===== src/rtl/servo_ramp_seq.sv =====
// rtl/servo_ramp_seq.sv - servo position ramp sequencer driving 8 PWM duty registers over a bus-master port.
// Optional completion interrupt pulse enabled by defining SERVO_RAMP_IRQ_EN.
module servo_ramp_seq #(
   parameter int          NCH      = 8,
   parameter logic [31:0] STEP_DIV = 32'd50000,
   parameter logic [15:0] PWM_BASE = 16'h0004
) (
   input  logic        clk,
   input  logic        reset,
   input  logic [31:0] datain,
   output logic [31:0] dataout,
   input  logic [15:0] addr,
   input  logic        r,
   input  logic        w,
   output logic [15:0] m_addr,
   output logic [31:0] m_dataout,
   output logic        m_w,
   output logic        busy,
   output logic        done_irq
);

   typedef enum logic [1:0] {IDLE, WAIT_TICK, UPDATE, CHECK} state_t;

   state_t      state;
   logic [7:0]  target  [NCH];
   logic [7:0]  current [NCH];
   logic [7:0]  step;
   logic [31:0] prescale;
   logic [31:0] cnt;
   logic [2:0]  k;
   logic        done;

   logic        ctrl_wr, abort_req, start_req;
   logic        is_tgt, is_cur;
   logic [2:0]  ridx;
   logic [31:0] rdata;
   logic [31:0] ps_last;
   logic [7:0]  step_eff, cur_k, tgt_k, diff, next_cur;
   logic        all_eq;

   assign ctrl_wr   = w && (addr == 16'h0000);
   assign abort_req = ctrl_wr && datain[1];
   assign start_req = ctrl_wr && datain[0] && !datain[1];
   assign is_tgt    = (addr >= 16'h0010) && (addr <= 16'h002C) && (addr[1:0] == 2'b00);
   assign is_cur    = (addr >= 16'h0030) && (addr <= 16'h004C) && (addr[1:0] == 2'b00);
   // Both arrays start at an address whose bits [4:2] are 3'b100.
   assign ridx      = addr[4:2] + 3'd4;
   assign ps_last   = (prescale == 32'd0) ? 32'd0 : prescale - 32'd1;

   // Next position for channel k: move toward target by at most STEP, never past it.
   always_comb begin
      step_eff = (step == 8'd0) ? 8'd1 : step;
      cur_k    = current[k];
      tgt_k    = target[k];
      diff     = 8'd0;
      next_cur = cur_k;
      if (cur_k < tgt_k) begin
         diff     = tgt_k - cur_k;
         next_cur = (diff <= step_eff) ? tgt_k : cur_k + step_eff;
      end else if (cur_k > tgt_k) begin
         diff     = cur_k - tgt_k;
         next_cur = (diff <= step_eff) ? tgt_k : cur_k - step_eff;
      end
      all_eq = 1'b1;
      for (int i = 0; i < NCH; i++)
         if (current[i] != target[i]) all_eq = 1'b0;
   end

   always_comb begin
      rdata = 32'd0;
      if (addr == 16'h0004)      rdata = {30'd0, done, busy};
      else if (addr == 16'h0008) rdata = {24'd0, step};
      else if (addr == 16'h000C) rdata = prescale;
      else if (is_tgt)           rdata = {24'd0, target[ridx]};
      else if (is_cur)           rdata = {24'd0, current[ridx]};
   end

`ifndef SERVO_RAMP_IRQ_EN
   assign done_irq = 1'b0;
`endif

   always_ff @(posedge clk or posedge reset) begin
      if (reset) begin
         state     <= IDLE;
         dataout   <= 32'd0;
         m_addr    <= 16'd0;
         m_dataout <= 32'd0;
         m_w       <= 1'b0;
         busy      <= 1'b0;
         step      <= 8'd1;
         prescale  <= STEP_DIV;
         cnt       <= 32'd0;
         k         <= 3'd0;
         done      <= 1'b0;
         for (int i = 0; i < NCH; i++) begin
            target[i]  <= 8'd0;
            current[i] <= 8'd0;
         end
`ifdef SERVO_RAMP_IRQ_EN
         done_irq  <= 1'b0;
`endif
      end else begin
         m_w <= 1'b0;
`ifdef SERVO_RAMP_IRQ_EN
         done_irq <= 1'b0;
`endif
         if (r) dataout <= rdata;

         // Abort skips the FSM entirely so the in-flight channel update is dropped.
         if (abort_req) begin
            state <= IDLE;
            busy  <= 1'b0;
         end else begin
            case (state)
               IDLE: begin
                  if (start_req) begin
                     state <= WAIT_TICK;
                     cnt   <= 32'd0;
                     busy  <= 1'b1;
                  end
               end
               WAIT_TICK: begin
                  if (cnt >= ps_last) begin
                     state <= UPDATE;
                     k     <= 3'd0;
                  end else begin
                     cnt <= cnt + 32'd1;
                  end
               end
               UPDATE: begin
                  current[k] <= next_cur;
                  m_w        <= 1'b1;
                  m_addr     <= PWM_BASE + {11'd0, k, 2'b00};
                  m_dataout  <= {24'd0, next_cur};
                  if (k == 3'(NCH - 1)) state <= CHECK;
                  else                  k     <= k + 3'd1;
               end
               CHECK: begin
                  if (all_eq) begin
                     done  <= 1'b1;
                     busy  <= 1'b0;
                     state <= IDLE;
`ifdef SERVO_RAMP_IRQ_EN
                     done_irq <= 1'b1;
`endif
                  end else begin
                     state <= WAIT_TICK;
                     cnt   <= 32'd0;
                  end
               end
               default: state <= IDLE;
            endcase
         end

         // Placed after the FSM so a CTRL write beats a same-cycle completion.
         if (w) begin
            if (ctrl_wr)                done           <= 1'b0;
            else if (addr == 16'h0008)  step           <= datain[7:0];
            else if (addr == 16'h000C)  prescale       <= datain;
            else if (is_tgt)            target[ridx]   <= datain[7:0];
         end
      end
   end

endmodule


===== config.mk =====
export PLATFORM = sky130hd
export DESIGN_NAME = servo_ramp_seq
export DESIGN_NICKNAME = d
export VERILOG_FILES = /design/src/rtl/servo_ramp_seq.sv
export SDC_FILE = /design/constraint.sdc
export NUM_CORES = 1
export LEC_CHECK = 0
export CAP_MARGIN = 15
export CORE_ASPECT_RATIO = 1.2
export CORE_MARGIN = 2
export CORE_UTILIZATION = 40
export CTS_CLUSTER_SIZE = 12
export DETAILED_ROUTE_END_ITERATION = 16
export DONT_BUFFER_PORTS = 1
export SKIP_CTS_REPAIR_TIMING = 1
export SLEW_MARGIN = 30
export SYNTH_ARGS = -nofsm -noshare
export SYNTH_HDL_FRONTEND = slang
export SYNTH_SLANG_ARGS = --single-unit

===== constraint.sdc =====
create_clock -name clk -period 11.05 [get_ports clk]
set_clock_uncertainty 0.2 [all_clocks]
set_input_delay 2.21 -clock clk [delete_from_list [all_inputs] [get_ports clk]]
set_output_delay 2.21 -clock clk [all_outputs]
set_load 0.005 [all_outputs]

After elaboration in Yosys (flattened, before gate mapping)
Index checks and enable logic that the tools add are counted.
{"block": "op_classes", "addsub": 9, "div": 0, "multipliers": 0, "shift": 0, "muxes": 61, "n_bitwise": 6, "n_eq_ne": 24, "n_lt_le_gt_ge": 13, "n_reduce_logical": 27}
{"operator": "$mux 32", "n": 7}
{"operator": "$mux 8", "n": 17}
{"operator": "$bwmux 64", "n": 2}
{"operator": "$bmux 8 s3", "n": 4}
{"operator": "$pmux 32 s3", "n": 1}
{"operator": "$ne 8x8->1", "n": 8}
{"operator": "$demux 8 s3", "n": 2}
{"operator": "$add 32x1->32 const B", "n": 1}
{"operator": "$eq 16x4->1 const B", "n": 2}
{"operator": "$ge 32x32->1", "n": 1}
{"operator": "$logic_not 32->1", "n": 1}
{"operator": "$sub 32x1->32 const B", "n": 1}
{"operator": "$sub 8x8->8", "n": 3}
{"operator": "$mux 1", "n": 19}
{"operator": "$eq 16x3->1 const B", "n": 1}
{"operator": "$ge 16x5->1 const B", "n": 1}
{"operator": "$ge 16x6->1 const B", "n": 1}
{"operator": "$le 16x6->1 const B", "n": 1}
{"operator": "$le 16x7->1 const B", "n": 1}
{"operator": "$le 8x8->1", "n": 2}
{"operator": "$logic_not 16->1", "n": 1}
{"operator": "$ne 3x3->1 const B", "n": 4}
{"operator": "$logic_and 1x1->1", "n": 10}
{"operator": "$ne 2x2->1 const B", "n": 5}
{"operator": "27 further kinds", "n": 44}
{"block": "word_totals", "elab_cells": 167, "output_inout_bits": 83, "ff_bits": 264, "mem_count": 0, "ramBits": 0, "latchBits": 0, "mem_bits_ro": 0}

Logic depth before layout (Yosys ltp)
Gate-level depths: netlist of the first run.
{"block": "depth", "word_depth": 14, "depth_mapped": 24, "ltp_nobuf": 20}

Worst setup path before layout of the first run
No wires, ideal clock.
{"block": "synth_timing", "path_type": "register to register", "start": "reg k[0]", "end": "reg current[11] (netlist bit)", "setup_time_ps": 144, "arrival_ps": 4704, "t_required_ps": 10706, "setup_slack_ps": 6002, "n_path_buf": 5, "stages_incl_launch_ff": 22, "path_cell_list": "dfrtp_1 -> buf_4 -> buf_6 -> buf_2 -> mux4_2 -> mux2i_1 -> inv_1 -> ha_1 -> clkbuf_1 -> nand4_1 -> o21ai_0 -> nor2_1 -> xnor2_1 -> ha_1 -> nand4_1 -> nand2b_1 -> a21oi_1 -> clkbuf_1 -> nor3_1 -> a211oi_1 -> a2bb2oi_1 -> o21ai_0"}
{"block": "synth_between", "elab_chain_cells": 10, "word_cells_on_any_way": 25, "cone_classes": "add/sub (4); order compare (6); mux (13); bitwise (1); reduce/logical (1)"}
{"item": "from (decl)", "line": "30", "text": "logic [2:0] k;"}
{"item": "from (signal assigned)", "line": "136", "text": "else k <= k + 3'd1;"}
{"item": "$not 3->4 (not written as such) *", "line": "53, 54, 131"}
{"item": "$bmux 8 s3, on equally long branches", "line": "53, 54"}
{"item": "$mux 8, on equally long branches (2 in a row)", "line": "53, 54"}
{"item": "$sub 8x8->8", "line": "61", "text": "diff = cur_k - tgt_k;"}
{"item": "$le 8x8->1", "line": "62", "text": "next_cur = (diff <= step_eff) ? tgt_k : cur_k - step_eff;"}
{"item": "$mux 8", "line": "62"}
{"item": "$mux 8", "line": "60", "text": "end else if (cur_k > tgt_k) begin"}
{"item": "$mux 8", "line": "57", "text": "if (cur_k < tgt_k) begin"}
{"item": "$bwmux 64 *", "line": "131", "text": "current[k] <= next_cur;"}
{"item": "to (signal, indexed assignment)", "line": "131"}
{"item": "to (decl)", "line": "26", "text": "logic [7:0] current [NCH];"}
Mark *: on every way between the ends. The rest lies on a longest branch, timed or not. The select of a mux whose other input is x is not followed.
A chain may end at the register's enable or synchronous reset.

Final worst setup path of the first run
{"block": "layout_timing", "start": "reg k[0]", "end": "reg current[3] (netlist bit)"}
The elaborated chain is that of the path after synthesis.

==> results.md, run 1 <==
* Outcome: finished, final reports clean
* First-pass GRT wire length at 78500 um
* Worst-Skew Late Latency at 0.59 ns
* Largest net degree at the start of global routing at 110
* Max-cap viol count at 0
* Crit path from: k[0]$_DFFE_PP0P_
* Most frequent cell after synthesis: dfrtp_1
* Vias at 12900
* Worst path arrival time at 6.31 ns
* FF-to-FF Start: k[0]$_DFFE_PP0P_
* Residual DRC count at 0
* Area Overhead vs Synth at 8.77%
* Die width at 193 um
* Post-Syn Area per Cell at 10.4 sq um
* Reg clk slew, reported paths at 0.06 ns
* Die area at 44300 sq um
* Worst reg2reg path depth at 19
* Initial antenna violation count at 2
* Flip-flop and latch count after synthesis at 252
* Min Tclk post-route at 6.09 ns
* HP Class: flip-flop to flip-flop
* Worst-margin pin slew at 1.07 ns
* Worst Path Required at 11.27 ns
* Critical R2R Capture: current[3]$_DFFE_PP0P_
* Commonest cells post-synth: dfrtp_1 (245), mux2_2 (168), nand2_1 (159)
* Crit-path max FO at 39
* Via density at 5.96
* Pre-antenna DRT Iters at 6
* Starting DRT DRC Count at 879
* Startpoint types: flip-flop
* # fillers at 3927
* Vias in the first global route at 12700
* TritonCTS clock tree: yes
* CTS max path bufs at 3
* Post-synth EDFFs at 0
* Total track usage at 23.1%
* Final period util at 55.1%
* Initial Utilization at 40.7%
* Cell Area, Synth at 17100 sq um
* Final instance area at 18600 sq um
* Netlist cell types at 81
* Max Slew Vio Count at 0
* Yosys warnings at 0
* Main synth FF type: dfrtp_1
* Post-synth ARST share at 100%
* Routed WL at 51300 um
* Layout cells sized above 1 at 21.4%
* Final cell utilization of the core at 44.2%
* RSZ-0062 raised after global routing: no
* Syn Inst Count at 1636
* Peak supply drop at 0.174 mV
* Fmax at 0.164 GHz
* Final hold violations at 0
* Post-synthesis sequential area ratio at 37.0%
* Hpwl dp at 37900 um
* Post-detailed-route wirelength per cell at 23.7 um
* Setup TNS at 0 ns
* H-tree levels at 1
* Die height at 230 um
* Rows at 82
* CTS sink cnt at 252
* Reg2Reg Setup Slack at 4.96 ns
* P_leak at 8.03 nW
* CTS root buffer: clkbuf_16
* IO Count at 135
* Antenna viol nets, final at 0
* TritonCTS buffer count at 31
* Area contributors post-synth: dfrtp_1 (36%), mux2_2 (11%), mux4_2 (8.1%), ha_1 (6.3%), xnor2_1 (5.0%)
* # port buffers at 0
* Synth top area share at 35.9%
* CP Capture Type: flip-flop
* Power per cell area at 256 nW/um^2
* Placed standard-cell area at 17400 sq um
* Grt ovf at 0
* Crit path to: current[3]$_DFFE_PP0P_
* CP Class: flip-flop to flip-flop
* Post-synth top area cell: dfrtp_1
* Nets at 1736
* Core footprint at 42000 sq um
* GP Congestion at 0.925
* Final Setup Violations at 0
* Slew HR at 28.7%
[power breakdown]
group	internal [mW]	switching, mW	leakage, nW	total [mW]
clock	0.708	0.427	0.557	1.14
combinational	0.958	1.52	4.06	2.48
sequential	1.02	0.112	3.42	1.13
[cell usage in the layout, fill, tap and decap left out, types with 11 or more instances in the layout]
master     netlist  final
xor2_1          19     19
nand3_1         25     25
nor2_1          66     65
o31ai_1         12     12
xnor2_1         97     97
nor2b_1         13     13
mux2i_1         15     15
o21ai_0         73     73
ha_1            86     86
conb_1           1     37
and2_1          12     12
nand4_1         44     44
o311ai_0        11     11
a21oi_1         65     65
inv_1           79     78
nand2_1        159    159
and3_1          14     13
dfrtp_1        245    243
mux2_2         168    168
mux4_2          61     61
or4_1           11     11
clkbuf_16        0     31
nor3_1          36     34
buf_4           40     17
nor4_1          15     14
nand2b_1        19     19
[stage by stage]
step | cells | hold WS, ns | power, mW | worst slack (ns)
after floorplan | 1672 | 0.268 | 2.91 | 1.72
after global placement | 2105 | 0.294 | 3.55 | 4.97
after detailed placement | 2106 | 0.292 | 3.58 | 4.99
after CTS | 2163 | 0.315 | 4.73 | 4.96
after global routing | 2164 | 0.334 | 5.01 | 4.52
final | 2165 | 0.306 | 4.75 | 4.96
[routing by layer]
layer / GRT usage [%] / vias to the layer above / routed length, um
li1: - / 5792 / -
met5: 0 / - / 20
met3: 3.80 / 140 / 3170
met4: 10.5 / 4 / 2590
met1: 28.4 / 6505 / 20100
met2: 39.6 / 463 / 25500
[cells by family (layout without fill, tap and decap cells)]
kind of cell	Yosys count	after routing	share of synthesized area [%]
XOR/XNOR	116	116	5.95
buffers and inverters	211	157	5.85
AO/OA/AOI/OAI	256	256	9.91
other	1	38	0.0220
multiplexers	248	248	20.6
adder cells (fa/ha/maj)	90	90	6.78
flip-flops	252	252	37.0
AND/OR/NAND/NOR	462	462	13.9
[state kept, by name (all words and copies together) (netlist names)]
register   cells
prescale      32
state          2
k              3
cnt           32
target        64
dataout       32
m_addr         4
done           1
current       64
step           8
m_w            1
busy           1
m_dataout      8
[worst min path at each step]
stage                          startpoint               endpoint  slack [ns]  cells after the start
finish              m_addr[5]$_DFFE_PP0P_  m_addr[5]$_DFFE_PP0P_        0.31                      2
global route          step[0]$_DFFE_PP1P_    step[0]$_DFFE_PP1P_        0.33                      2
CTS                 m_addr[5]$_DFFE_PP0P_  m_addr[5]$_DFFE_PP0P_        0.32                      2
detailed placement  m_addr[5]$_DFFE_PP0P_  m_addr[5]$_DFFE_PP0P_        0.29                      2
global placement    m_addr[5]$_DFFE_PP0P_  m_addr[5]$_DFFE_PP0P_        0.29                      2
floorplan             step[0]$_DFFE_PP1P_    step[0]$_DFFE_PP1P_        0.27                      2
[worst max-delay path, cell delays in order (launching register included)]
cell and delay, ns:
dfrtp_2 0.33, buf_4 0.54, mux4_2 0.58, mux2i_1 0.40, inv_1 0.17, ha_1 0.45, a21oi_1 0.18, nor2b_1 0.05
o21ai_0 0.13, o21ai_0 0.10, nor2_1 0.13, xnor2_1 0.14, ha_1 0.28, a21oi_1 0.15, o21ai_0 0.11, o21a_1 0.32
or2_2 0.42, a211oi_1 0.32, a2bb2oi_1 0.69, o21ai_0 0.20
[cell type report]
cell class / instances / area, sq um / share of cell area, %
timing repair buffer: 19 / 166 / 0.897
multi-input combinational: 1209 / 9930 / 53.5
antenna: 1 / 2.50 / 0.0135
clock buffer: 42 / 897 / 4.83
inverter: 81 / 312 / 1.68
sequential: 252 / 6320 / 34.0
clock inverter: 15 / 249 / 1.34
tap: 546 / 683 / 3.68
Note: power is estimated with default switching activity, not from simulation.
==> run 2, diff against run 1 <==
==> constraint.sdc (replaced) <==
create_clock -name clk -period 5 [get_ports clk]
set_clock_uncertainty 0.2 [all_clocks]
set_input_delay 1 -clock clk [delete_from_list [all_inputs] [get_ports clk]]
set_output_delay 1 -clock clk [all_outputs]
set_load 0.005 [all_outputs]
==> results.md, run 2 (same netlist as run 1, synthesis figures left out) <==
* Outcome: finished, final reports clean
* Placed Cells at 2182 (+3.6%)
* Starting DRT DRC Count at 904 (+2.8%)
* Total design power at 12.4 mW (+160%)
* Max-cap viol count at 0 (unchanged)
* Largest net degree at the start of global routing at 119 (+8.2%)
* GRT met3 Usage at 3.27% (-0.53 points)
* Worst-Skew Late Latency at 0.59 ns (about the same)
* Pre-antenna DRT Iters at 7 (+1)
* Worst reg2reg path depth at 18 (-1)
* H-tree levels at 1 (unchanged)
* Die area at 44300 sq um (unchanged)
* CTS root buffer: clkbuf_16
* Total track usage at 24.0% (+0.83 points)
* Worst-margin pin slew at 1.01 ns (-0.0527 ns)
* CTS sink cnt at 252 (unchanged)
* Reg clk slew, reported paths at 0.06 ns (about the same)
* Top flop regs: current: 64 flops, target: 64 flops
* GP Congestion at 0.971 (+5.0%)
* TritonCTS buffer count at 28 (-9.7%)
* Antenna diode count at 0 (-1)
* Via density at 5.86 (-1.7%)
* Grt ovf at 0 (unchanged)
* CTS max path bufs at 3 (unchanged)
* Area Overhead vs Synth at 14.4%
* Antenna viol nets, final at 0 (unchanged)
* Reg2Reg Setup Slack at 0.13 ns (-4.83 ns)
* Critical R2R Capture: current[0]$_DFFE_PP0P_
* Worst Path Required at 5.27 ns (-6.00 ns)
* Worst path arrival time at 5.13 ns (-1.18 ns)
* Most crowded layer after global routing: met2
* Final cell utilization of the core at 46.5% (+2.3 points)
* Slowest-stage cell, CP: mux4_2
* Cell mode on critical path: buf_4
* Slew HR at 32.2% (+3.5 points)
* Initial Utilization at 40.7% (unchanged)
* Buf+Inv Stages, Crit Path at 5 (+3)
* Nets at 1833 (+5.6%)
* GR met1 Demand/Resource at 28.2% (-0.21 points)
* Final period util at 97.3% (+42 points)
* Max incr delay on CP at 0.53 ns (-0.16 ns)
* Fmax at 0.206 GHz (+25%)
* # port buffers at 0 (unchanged)
* FF-to-FF Start: k[0]$_DFFE_PP0P_
* Final Setup Violations at 0 (unchanged)
* Post-detailed-route wirelength per cell at 23.8 um (+0.44%)
* Die height at 230 um (unchanged)
* Layout cells sized above 1 at 27.8% (+6.4 points)
* CP Capture Type: flip-flop
* Core footprint at 42000 sq um (unchanged)
* Crit-path max FO at 12 (-69%)
* Max Slew Vio Count at 0 (unchanged)
* Cell Chain, Critical Path: buf_8 > mux4_2 > mux2i_2 > ha_4 > buf_4 > o21ai_0 > nand2b_1 > buf_4 > xor2_1 > ha_1 > nand4_1 > o21a_1 > buf_12 > nor3_1 > o31ai_1 > buf_4 > mux2_2 > mux2_2
* Vias in the first global route at 13300 (+4.8%)
* Peak supply drop at 0.498 mV (+190%)
* Final hold violations at 0 (unchanged)
* Residual DRC count at 0 (unchanged)
* CP Class: flip-flop to flip-flop
* Grt met2 use at 41.8% (+2.2 points)
* Startpoint types: flip-flop
* Most common cell after layout, fill and taps aside: dfrtp_1
* Power per cell area at 637 nW/um^2 (+150%)
* Initial antenna violation count at 0 (-2)
* Routed WL at 53800 um (+4.7%)
* Critical path depth in cells at 18 (-1)
* Vias at 13200 (+2.5%)
* P_leak at 8.53 nW (+6.2%)
* IO Count at 135 (unchanged)
* Rows at 82 (unchanged)
* HP Class: input pin to async pin
* Family with the most delay on the worst path: multiplexers
* Min Tclk post-route at 4.87 ns (-1.22 ns)
* Commonest cells after routing, fill and taps aside: dfrtp_1 (243), mux2_2 (165), nand2_1 (156)
* First-pass GRT wire length at 80600 um (+2.7%)
* Hpwl dp at 40200 um (+6.1%)
* Final std cells w/o fill at 2257 (+4.2%)
* TritonCTS clock tree: yes
* Die width at 193 um (unchanged)
## run 2: cell count changes in the layout (fill, tap and decap cells not counted), moves of 4 or more
cell       delta
a21oi_2       +5
ha_4          +4
ha_1          -6
a21oi_1       -6
clkbuf_1      +4
a211oi_1      -4
buf_4        +79
o21ai_1       +5
clkinv_2      +6
buf_12       +12
mux2_4        +4
clkbuf_8      -5
bufinv_16     -4
o21ai_0       -5
## run 2: final cells by class
type | count | area, sq um
tap | 546 | 683
multi-input combinational | 1211 | 10300
inverter | 81 | 308
clock buffer | 38 | 768
sequential | 252 | 6320
timing repair buffer | 117 | 1070
clock inverter | 12 | 125
fill | 3893 | 22400
## run 2: where the power goes
part	internal [mW]	leakage, nW	switching (mW)
Combinational	3.61	4.67	4.26
Sequential	2.26	3.42	0.263
Clock	1.18	0.445	0.864
## run 2: worst max path at each step
stage	endpoint	startpoint	slack [ns]
4_1_cts	cnt[31]$_DFFE_PP0P_	prescale[3]$_DFFE_PP0P_	-0.09
3_3_place_gp	current[18]$_DFFE_PP0P_	k[0]$_DFFE_PP0P_	0.02
3_5_place_dp	current[10]$_DFFE_PP0P_	k[0]$_DFFE_PP0P_	-0.03
6_report	current[0]$_DFFE_PP0P_	k[0]$_DFFE_PP0P_	0.13
2_1_floorplan	current[0]$_DFFE_PP0P_	k[0]$_DFFE_PP0P_	0.04
5_1_grt	current[43]$_DFFE_PP0P_	k[0]$_DFFE_PP0P_	-0.06
## run 2: routing by layer
| layer | routed length (um) | part of all wire, % |
|---|---|---|
| met1 | 20800 | 39 |
| met2 | 27300 | 51 |
| met3 | 2510 | 4.7 |
| met4 | 3200 | 6.0 |
| met5 | 0 | 0 |
## run 2: worst reg2reg max path, stage by stage (launching register included)
cell      delay, ns
dfrtp_2        0.47
buf_8          0.20
mux4_2         0.53
mux2i_2        0.28
ha_4           0.26
buf_4          0.15
o21ai_0        0.11
nand2b_1       0.16
buf_4          0.16
xor2_1         0.14
ha_1           0.31
nand4_1        0.23
o21a_1         0.29
buf_12         0.15
nor3_1         0.20
o31ai_1        0.10
buf_4          0.15
mux2_2         0.36
mux2_2         0.30
## run 2: through the flow
step	setup TNS (ns)	setup WS [ns]	hold WS [ns]	instance area [sq um]
2_1_floorplan	0	0.0375	0.268	17200
3_3_place_gp	0	0.0216	0.293	18100
3_5_place_dp	-0.193	-0.0341	0.292	18100
4_1_cts	-0.925	-0.0853	0.220	19000
5_1_grt	-1.22	-0.0618	0.260	19500
6_report	0	0.135	0.222	19500
